`src/rtl/ps2_pkg.sv`:
```
// Shared types and constants for the PS/2 mouse transmitter: frame/packet sizes,
// serialiser and packet-sequencer state encodings, and the 11-bit frame builder.
package ps2_pkg;

  localparam int FRAME_BITS = 11;
  localparam int PKT_BYTES  = 3;

  typedef logic [23:0] ps2_pkt_t;

  typedef enum logic [1:0] {IDLE, BIT_HI, BIT_LO, GAP} ps2_state_t;

  typedef enum logic [1:0] {PKT_IDLE, PKT_SEND, PKT_GAP, PKT_HOLD} pkt_state_t;

  // Frame as sent on the wire, bit 0 first: start, data LSB first, odd parity, stop.
  function automatic logic [FRAME_BITS-1:0] ps2_frame(input logic [7:0] b);
    return {1'b1, ~^b, b, 1'b0};
  endfunction

endpackage

```
`src/rtl/ps2_frame_ser.sv`:
```
// Serialises one byte as an 11-bit PS/2 device frame (BIT_HI/BIT_LO half-periods)
// under a start/done handshake; aborts on host inhibit seen at the end of BIT_HI.
module ps2_frame_ser
  import ps2_pkg::*;
#(
  parameter int HALF_PERIOD = 2000
) (
  input  logic       clk,
  input  logic       reset_n,
  input  logic       start,
  input  logic [7:0] data,
  input  logic       inhibit,
  output logic       clk_out,
  output logic       dat_out,
  output logic       done,
  output logic       aborted
);

  localparam int HW = $clog2(HALF_PERIOD + 1);
  localparam logic [HW-1:0] HALF_LAST = HW'(HALF_PERIOD - 1);
  localparam logic [3:0] LAST_BIT = 4'(FRAME_BITS - 1);

  ps2_state_t state, state_nxt;
  logic [HW-1:0] cnt, cnt_nxt;
  logic [3:0] bit_idx, bit_nxt;
  logic [FRAME_BITS-1:0] shift, shift_nxt, load;
  logic clk_nxt, dat_nxt, half_end;

  assign half_end = (cnt == HALF_LAST);
  assign load     = ps2_frame(data);

  // Outputs are registered, so a new data bit appears exactly in the first BIT_HI cycle.
  always_comb begin
    state_nxt = state;
    cnt_nxt   = cnt + 1'b1;
    bit_nxt   = bit_idx;
    shift_nxt = shift;
    clk_nxt   = clk_out;
    dat_nxt   = dat_out;
    done      = 1'b0;
    aborted   = 1'b0;
    case (state)
      IDLE: begin
        cnt_nxt = '0;
        if (start) begin
          state_nxt = BIT_HI;
          shift_nxt = load;
          bit_nxt   = '0;
          dat_nxt   = load[0];
        end
      end
      BIT_HI: begin
        if (half_end) begin
          cnt_nxt = '0;
          if (inhibit && (bit_idx < LAST_BIT)) begin
            state_nxt = IDLE;
            aborted   = 1'b1;
            dat_nxt   = 1'b1;
          end else begin
            state_nxt = BIT_LO;
            clk_nxt   = 1'b0;
          end
        end
      end
      BIT_LO: begin
        if (half_end) begin
          cnt_nxt = '0;
          clk_nxt = 1'b1;
          if (bit_idx == LAST_BIT) begin
            state_nxt = IDLE;
            done      = 1'b1;
            dat_nxt   = 1'b1;
          end else begin
            state_nxt = BIT_HI;
            bit_nxt   = bit_idx + 1'b1;
            shift_nxt = {1'b1, shift[FRAME_BITS-1:1]};
            dat_nxt   = shift[1];
          end
        end
      end
      default: state_nxt = IDLE;
    endcase
  end

  always_ff @(posedge clk) begin
    if (!reset_n) begin
      state   <= IDLE;
      cnt     <= '0;
      bit_idx <= '0;
      clk_out <= 1'b1;
      dat_out <= 1'b1;
    end else begin
      state   <= state_nxt;
      cnt     <= cnt_nxt;
      bit_idx <= bit_nxt;
      clk_out <= clk_nxt;
      dat_out <= dat_nxt;
    end
  end

  always_ff @(posedge clk) begin
    shift <= shift_nxt;
  end

endmodule

```
`src/rtl/ps2_mouse_tx.sv`:
```
// PS/2 mouse packet transmitter: strobe-toggle capture, one pending slot, byte sequencing
// and inter-byte gaps. Host inhibit handling is built when PS2_MOUSE_INHIBIT_EN is defined.
module ps2_mouse_tx
  import ps2_pkg::*;
#(
  parameter int HALF_PERIOD = 2000,
  parameter int BYTE_GAP    = 4
) (
  input  logic        CLK,
  input  logic        RESET_N,
  input  logic [24:0] ps2_mouse,
  input  logic        ps2_clk_in,
  output logic        ps2_clk_out,
  output logic        ps2_dat_out,
  output logic        busy,
  output logic        drop
);

  localparam int GAP_CYC = BYTE_GAP * HALF_PERIOD;
  localparam int GW = $clog2(GAP_CYC + 1);
  localparam logic [GW-1:0] GAP_LAST = GW'(GAP_CYC - 1);
  localparam logic [1:0] LAST_BYTE = 2'(PKT_BYTES - 1);

  pkt_state_t state, state_nxt;
  logic [GW-1:0] gcnt, gcnt_nxt;
  logic [1:0] byte_idx, byte_nxt;
  logic strobe_ref, pend_vld, strobe, consume, start, line_low, gap_end;
  logic ser_done, ser_aborted;
  ps2_pkt_t pend_pkt, cur_pkt, src_pkt;
  logic [7:0] ser_data;

`ifdef PS2_MOUSE_INHIBIT_EN
  assign line_low = ~ps2_clk_in;
`else
  logic unused_clk_in;
  assign unused_clk_in = ps2_clk_in;
  assign line_low = 1'b0;
`endif

  assign strobe  = (ps2_mouse[24] != strobe_ref);
  assign gap_end = (gcnt == GAP_LAST);
  assign busy    = pend_vld || (state != PKT_IDLE);

  // A packet always passes through the pending slot; IDLE drains it on the next cycle.
  always_comb begin
    state_nxt = state;
    gcnt_nxt  = gcnt;
    byte_nxt  = byte_idx;
    consume   = 1'b0;
    start     = 1'b0;
    src_pkt   = cur_pkt;
    case (state)
      PKT_IDLE: begin
        if (pend_vld && !line_low) begin
          consume   = 1'b1;
          start     = 1'b1;
          src_pkt   = pend_pkt;
          byte_nxt  = '0;
          state_nxt = PKT_SEND;
        end
      end
      PKT_SEND: begin
        gcnt_nxt = '0;
        if (ser_done) state_nxt = PKT_GAP;
        else if (ser_aborted) state_nxt = PKT_HOLD;
      end
      PKT_GAP: begin
        gcnt_nxt = gcnt + 1'b1;
        if (gap_end) begin
          gcnt_nxt = '0;
          if (byte_idx != LAST_BYTE) begin
            byte_nxt  = byte_idx + 1'b1;
            start     = 1'b1;
            state_nxt = PKT_SEND;
          end else if (pend_vld) begin
            consume   = 1'b1;
            start     = 1'b1;
            src_pkt   = pend_pkt;
            byte_nxt  = '0;
            state_nxt = PKT_SEND;
          end else begin
            state_nxt = PKT_IDLE;
          end
        end
      end
      PKT_HOLD: begin
        if (line_low) begin
          gcnt_nxt = '0;
        end else if (gap_end) begin
          gcnt_nxt  = '0;
          byte_nxt  = '0;
          start     = 1'b1;
          state_nxt = PKT_SEND;
        end else begin
          gcnt_nxt = gcnt + 1'b1;
        end
      end
      default: state_nxt = PKT_IDLE;
    endcase
    case (byte_nxt)
      2'd0:    ser_data = src_pkt[7:0];
      2'd1:    ser_data = src_pkt[15:8];
      default: ser_data = src_pkt[23:16];
    endcase
  end

  always_ff @(posedge CLK) begin
    if (!RESET_N) begin
      state      <= PKT_IDLE;
      gcnt       <= '0;
      byte_idx   <= '0;
      pend_vld   <= 1'b0;
      drop       <= 1'b0;
      strobe_ref <= ps2_mouse[24];
    end else begin
      state      <= state_nxt;
      gcnt       <= gcnt_nxt;
      byte_idx   <= byte_nxt;
      strobe_ref <= ps2_mouse[24];
      drop       <= strobe && pend_vld && !consume;
      if (strobe) pend_vld <= 1'b1;
      else if (consume) pend_vld <= 1'b0;
    end
  end

  always_ff @(posedge CLK) begin
    if (strobe) pend_pkt <= ps2_mouse[23:0];
    if (consume) cur_pkt <= pend_pkt;
  end

  ps2_frame_ser #(
    .HALF_PERIOD(HALF_PERIOD)
  ) frame_ser (
    .clk    (CLK),
    .reset_n(RESET_N),
    .start  (start),
    .data   (ser_data),
    .inhibit(line_low),
    .clk_out(ps2_clk_out),
    .dat_out(ps2_dat_out),
    .done   (ser_done),
    .aborted(ser_aborted)
  );

endmodule

```
`config.mk`:
```
export PLATFORM = sky130hd
export DESIGN_NAME = ps2_mouse_tx
export DESIGN_NICKNAME = d
export VERILOG_FILES = /design/src/rtl/ps2_pkg.sv /design/src/rtl/ps2_frame_ser.sv /design/src/rtl/ps2_mouse_tx.sv
export SDC_FILE = /design/constraint.sdc
export NUM_CORES = 1
export LEC_CHECK = 0
export BUFFER_PORTS_ARGS = -buffer_cell sky130_fd_sc_hd__buf_2
export CORE_UTILIZATION = 35
export CTS_CLUSTER_SIZE = 14
export DETAILED_ROUTE_END_ITERATION = 8
export GPL_TIMING_DRIVEN = 0
export HOLD_SLACK_MARGIN = 0.12
export PLACE_DENSITY_LB_ADDON = 0.25
export SETUP_SLACK_MARGIN = 0.5
export SYNTH_ARGS = -nofsm -noshare
export SYNTH_HDL_FRONTEND = slang
export SYNTH_SLANG_ARGS = --single-unit
export TNS_END_PERCENT = 5
```
`constraint.sdc`:
```
create_clock -name CLK -period 3.81 [get_ports CLK]
set_input_delay 0.762 -clock CLK [delete_from_list [all_inputs] [get_ports CLK]]
set_output_delay 0.762 -clock CLK [all_outputs]
set_load 0.05 [all_outputs]
```
==> metrics.log <==
[metrics] multi-input logic area: 1700 um2
[metrics] number of H-tree branching levels: 3
[metrics] Worst Hold Class: reg -> reg
[metrics] Warnings, synthesis: 0
[metrics] Reg2Reg Depth: 10
[metrics] clock tree from TritonCTS: yes
[metrics] Crit Reg-Reg Startpoint: gcnt[6]$_SDFFE_PN0P_
[metrics] worst slew margin relative to its limit: 0.544
[metrics] vias after detailed routing: 2867
[metrics] complex-gate fraction of the synthesized area: 0.115
[metrics] Power, Total: 2390 uW
[metrics] number of vias per cell after detailed routing: 4.96
[metrics] leftover overflow at the end of global routing: 0
[metrics] ports placed on the boundary: 32
[metrics] net switching fraction of the power: 0.252
[metrics] GRT Util Overall: 0.132
[metrics] final count of pins violating max slew: 0
[metrics] TritonCTS Buffers: 9
[metrics] core region area: 11600 um2
[metrics] post-synthesis share of cell area spent on xor and xnor gates: 0.0342
[metrics] layout cell share with drive strength beyond 1: 0.172
[metrics] multiplexer fraction of the synthesized cell area: 0.0324
[metrics] area of all sequential standard cells: 2500 um2
[metrics] Antenna Nets Post-Route: 0
[metrics] total number of placement rows: 39
[metrics] Async SR Flop Fraction: 0
[metrics] antenna diode instance count: 0
[metrics] pin count of the biggest net entering global routing: 34
[metrics] die area: 12600 um2
[metrics] share of power burned in combinational logic: 0.112
[metrics] Required @ worst endpoint: 3890 ps
[metrics] flip-flop and latch count after synthesis: 96
[metrics] # Max-Cap Violations: 0
[metrics] number of fill cells in the layout: 1108
[metrics] height of the die: 112 um
[metrics] final estimated routing congestion in global placement: 0.795
[metrics] clock insertion delay at the later pin of the skew report: 340 ps
[metrics] horizontal die dimension: 112 um
[metrics] Seq pwr share: 0.513
[metrics] fraction of power consumed by the clock network: 0.375
[metrics] DRC errors left: 1
[metrics] status: finished with violations
[metrics] data arrival time of the worst path: 3230 ps
[metrics] Switching Power: 602 uW
[metrics] RR Endpoint: frame_ser.shift[9]$_SDFFCE_PP1P_
[metrics] half-perimeter wire length of the detailed placement result: 5310 um
[metrics] number of enable flip-flop cells after synthesis: 57
[metrics] simple-gate share of the synthesized area: 0.176
[metrics] nets in the synthesized netlist: 421
[metrics] final worst path period share: 0.827
[metrics] sequential area share after synthesis: 0.588
[metrics] master cell of the clock root buffer: sky130_fd_sc_hd__clkbuf_16
[metrics] synthesis-to-layout area growth: 18.4%
[metrics] drt initial violations: 113
[metrics] setup repair after global routing missed its margin: no
[metrics] maximum ir drop on the vdd rail: 0.000306 V
[metrics] number of different library cells in the post-synthesis netlist: 53
[metrics] worst min-delay path startpoint: pend_pkt[15]$_DFFE_PN_
[metrics] Reg2Reg Setup Slack: 660 ps
[metrics] cell area after synthesis: 4240 um2
[metrics] global-route wire length before repair: 13100 um
[metrics] Post-Synth Adder-Cell Area: 0.0236
[metrics] shortest period the worst path allows: 3150 ps
[metrics] wire per inst: 13.8 um
[metrics] maximum clock rate: 317 MHz
[metrics] type of the setup path with the least slack: reg -> reg
[metrics] Critical Path Source Type: register
[metrics] most used flip-flop cell after synthesis: sky130_fd_sc_hd__edfxtp_1
[metrics] number of sinks on the clock net: 96
[metrics] antenna violations before repair: 0
[metrics] final number of setup-violating endpoints: 0
[metrics] via count of the first global-routing pass: 2825
[metrics] dominant combinational cell family by area after synthesis: simple AND/OR/NAND/NOR gates
[metrics] final routed wirelength across all metal layers: 7990 um
[metrics] worst-path maximum fanout: 17
[metrics] effective utilization at floorplan: 0.365
[metrics] endpoint kind of the worst setup timing path: register
[metrics] iteration count of the initial detailed-routing pass: 6
[metrics] total power per unit cell area: 476 nW/um2
[metrics] Worst setup startpoint: gcnt[6]$_SDFFE_PN0P_
[metrics] transition time of the tightest slew-check pin: 679 ps
[metrics] Max Clock Skew: 5.59 ps
[metrics] clock transition at the register clock pins on the worst setup and hold paths after CTS: 70 ps
[metrics] total of hold buffers inserted after clock tree synthesis: 0
[metrics] I/O Buffers: 29
[metrics] internal power consumption: 1790 uW
[metrics] cell depth of the worst min-delay path: 0
[metrics] leakage dissipation: 0.00182 uW
[metrics] maximum number of buffers from clock root to sink: 2
[metrics] gate count of the mapped netlist: 385
[metrics] final-report hold violation count: 0
[metrics] end point of the worst hold path: cur_pkt[15]$_DFFE_PP_
[metrics] violated checks: design-rule violations
[metrics] final net count: 466
[metrics] Post-Synthesis Mean Instance Area: 11.0 um2
[metrics] post-route setup TNS: 0 ps
==> kinds of logic after synthesis <==
logic type | after synthesis
muxes | 12
xor gates and xnor gates | 15
adders and majority gates | 8
DFF | 96
AOI/OAI and AO/OA | 74
buffers and inverters | 32
and+or+nand+nor | 148
==> power by group through the flow <==
| stage | combinational (uW) | sequential (uW) | clock, uW |
|---|---|---|---|
| 4_1_cts | 253 | 1230 | 925 |
| 5_1_grt | 300 | 1230 | 965 |
| 6_report | 269 | 1230 | 896 |
| 3_3_place_gp | 241 | 1250 | 0 |
| 3_5_place_dp | 250 | 1250 | 0 |
| 2_1_floorplan | 176 | 1250 | 0 |
==> routing by layer <==
| metal | up-vias | wire length, um | part of all wire | global-route usage |
|---|---|---|---|---|
| li1 | 1463 | - | - | - |
| met1 | 1345 | 3770 | 0.47 | 0.163 |
| met2 | 50 | 3810 | 0.48 | 0.225 |
| met3 | 9 | 311 | 0.039 | 0.0302 |
| met4 | 0 | 95 | 0.012 | 0.0480 |
| met5 | - | 0 | 0 | 0 |
==> critical path, cell delays in order, from the launching register on <==
cell and delay (ps):
sky130_fd_sc_hd__dfxtp_1 350, sky130_fd_sc_hd__or3b_1 400, sky130_fd_sc_hd__nor4_2 240, sky130_fd_sc_hd__o21a_2 210, sky130_fd_sc_hd__buf_12 170, sky130_fd_sc_hd__mux2_2 350
sky130_fd_sc_hd__a221o_1 370, sky130_fd_sc_hd__xor2_1 160, sky130_fd_sc_hd__xnor3_1 430, sky130_fd_sc_hd__xnor2_1 140, sky130_fd_sc_hd__nand2_1 60
==> worst max-delay path by stage <==
stage | slack (ps) | cells after the start | end
5_1_grt | 520 | 10 | frame_ser.shift[9]$_SDFFCE_PP1P_
6_report | 660 | 10 | frame_ser.shift[9]$_SDFFCE_PP1P_
3_3_place_gp | 30 | 11 | frame_ser.shift[9]$_SDFFCE_PP1P_
2_1_floorplan | 520 | 11 | frame_ser.shift[9]$_SDFFCE_PP1P_
3_5_place_dp | 30 | 11 | frame_ser.shift[9]$_SDFFCE_PP1P_
4_1_cts | 270 | 11 | frame_ser.shift[9]$_SDFFCE_PP1P_
==> cell type report <==
class                           instances  area share
Sequential cell                        96       0.497
Tap cell                              143      0.0356
Clock inverter                          6      0.0115
Clock buffer                           10      0.0476
Multi-Input combinational cell        257       0.338
Timing Repair Buffer                   34      0.0414
Inverter                               14      0.0105
Buffer                                 18      0.0184
==> sequential cells by signal, summed over array words and instances, names as in the netlist <==
signal	flops
byte_idx	2
frame_ser.shift	9
state	2
frame_ser.clk_out	1
cur_pkt	24
frame_ser.state	2
gcnt	13
drop	1
frame_ser.dat_out	1
pend_vld	1
pend_pkt	24
frame_ser.bit_idx	4
frame_ser.cnt	11
strobe_ref	1
==> stage by stage <==
step | area (um2) | util | worst slack (ps) | hold slack (ps) | std cells
after CTS | 4890 | 0.421 | 268 | 421 | 574
final | 5020 | 0.432 | 660 | 420 | 578
after global placement | 4570 | 0.393 | 34.7 | 404 | 557
after global routing | 5020 | 0.432 | 517 | 428 | 578
after floorplan | 4240 | - | 521 | 400 | 385
after detailed placement | 4590 | 0.395 | 32.5 | 405 | 558
==> synth_stat cells, types with 5 or more instances <==
library cell | n | area (um2)
sky130_fd_sc_hd__xor2_1 | 6 | 52.6
sky130_fd_sc_hd__a21oi_1 | 8 | 40.0
sky130_fd_sc_hd__edfxtp_1 | 57 | 1710
sky130_fd_sc_hd__ha_1 | 8 | 100
sky130_fd_sc_hd__a21boi_0 | 7 | 52.6
sky130_fd_sc_hd__mux2i_1 | 7 | 70.1
sky130_fd_sc_hd__and2_1 | 12 | 75.1
sky130_fd_sc_hd__nor2_1 | 32 | 120
sky130_fd_sc_hd__nand3_1 | 11 | 55.1
sky130_fd_sc_hd__xnor2_1 | 8 | 70.1
sky130_fd_sc_hd__nor3_1 | 6 | 30.0
sky130_fd_sc_hd__nor2b_1 | 7 | 43.8
sky130_fd_sc_hd__dfxtp_1 | 39 | 781
sky130_fd_sc_hd__o21ai_0 | 25 | 125
sky130_fd_sc_hd__nand2_1 | 44 | 165
sky130_fd_sc_hd__clkbuf_1 | 16 | 60.1
sky130_fd_sc_hd__a22oi_1 | 5 | 37.5
sky130_fd_sc_hd__o21ai_1 | 5 | 25.0
sky130_fd_sc_hd__and3_1 | 9 | 56.3
sky130_fd_sc_hd__inv_1 | 14 | 52.6
==> timing repair <==
| action | 4_1_cts | 5_1_grt |
|---|---|---|
| setup endpoints to repair | 10 | 10 |
| gates cloned | 0 | 1 |
| resized for setup | 2 | 19 |
| buffers inserted | 0 | 3 |
| pin swaps | 0 | 3 |
==> cells in the final DEF, fill, tap and decap left out, drive strengths merged, types with 4 or more instances in the layout <==
cell type  instances
or3                4
clkbuf            27
and3               9
nand2b             4
a22oi              5
ha                 8
nand2             44
buf               35
nor3               6
mux2               4
nor2              32
xor2               6
o21ai             30
inv               18
mux2i              8
xnor2              8
a21oi              8
nand3             11
nor2b              7
edfxtp            57
and2              12
a221oi             4
nand3b             4
a21boi             9
dfxtp             39
No activity file was read; power rests on OpenSTA's default activity.
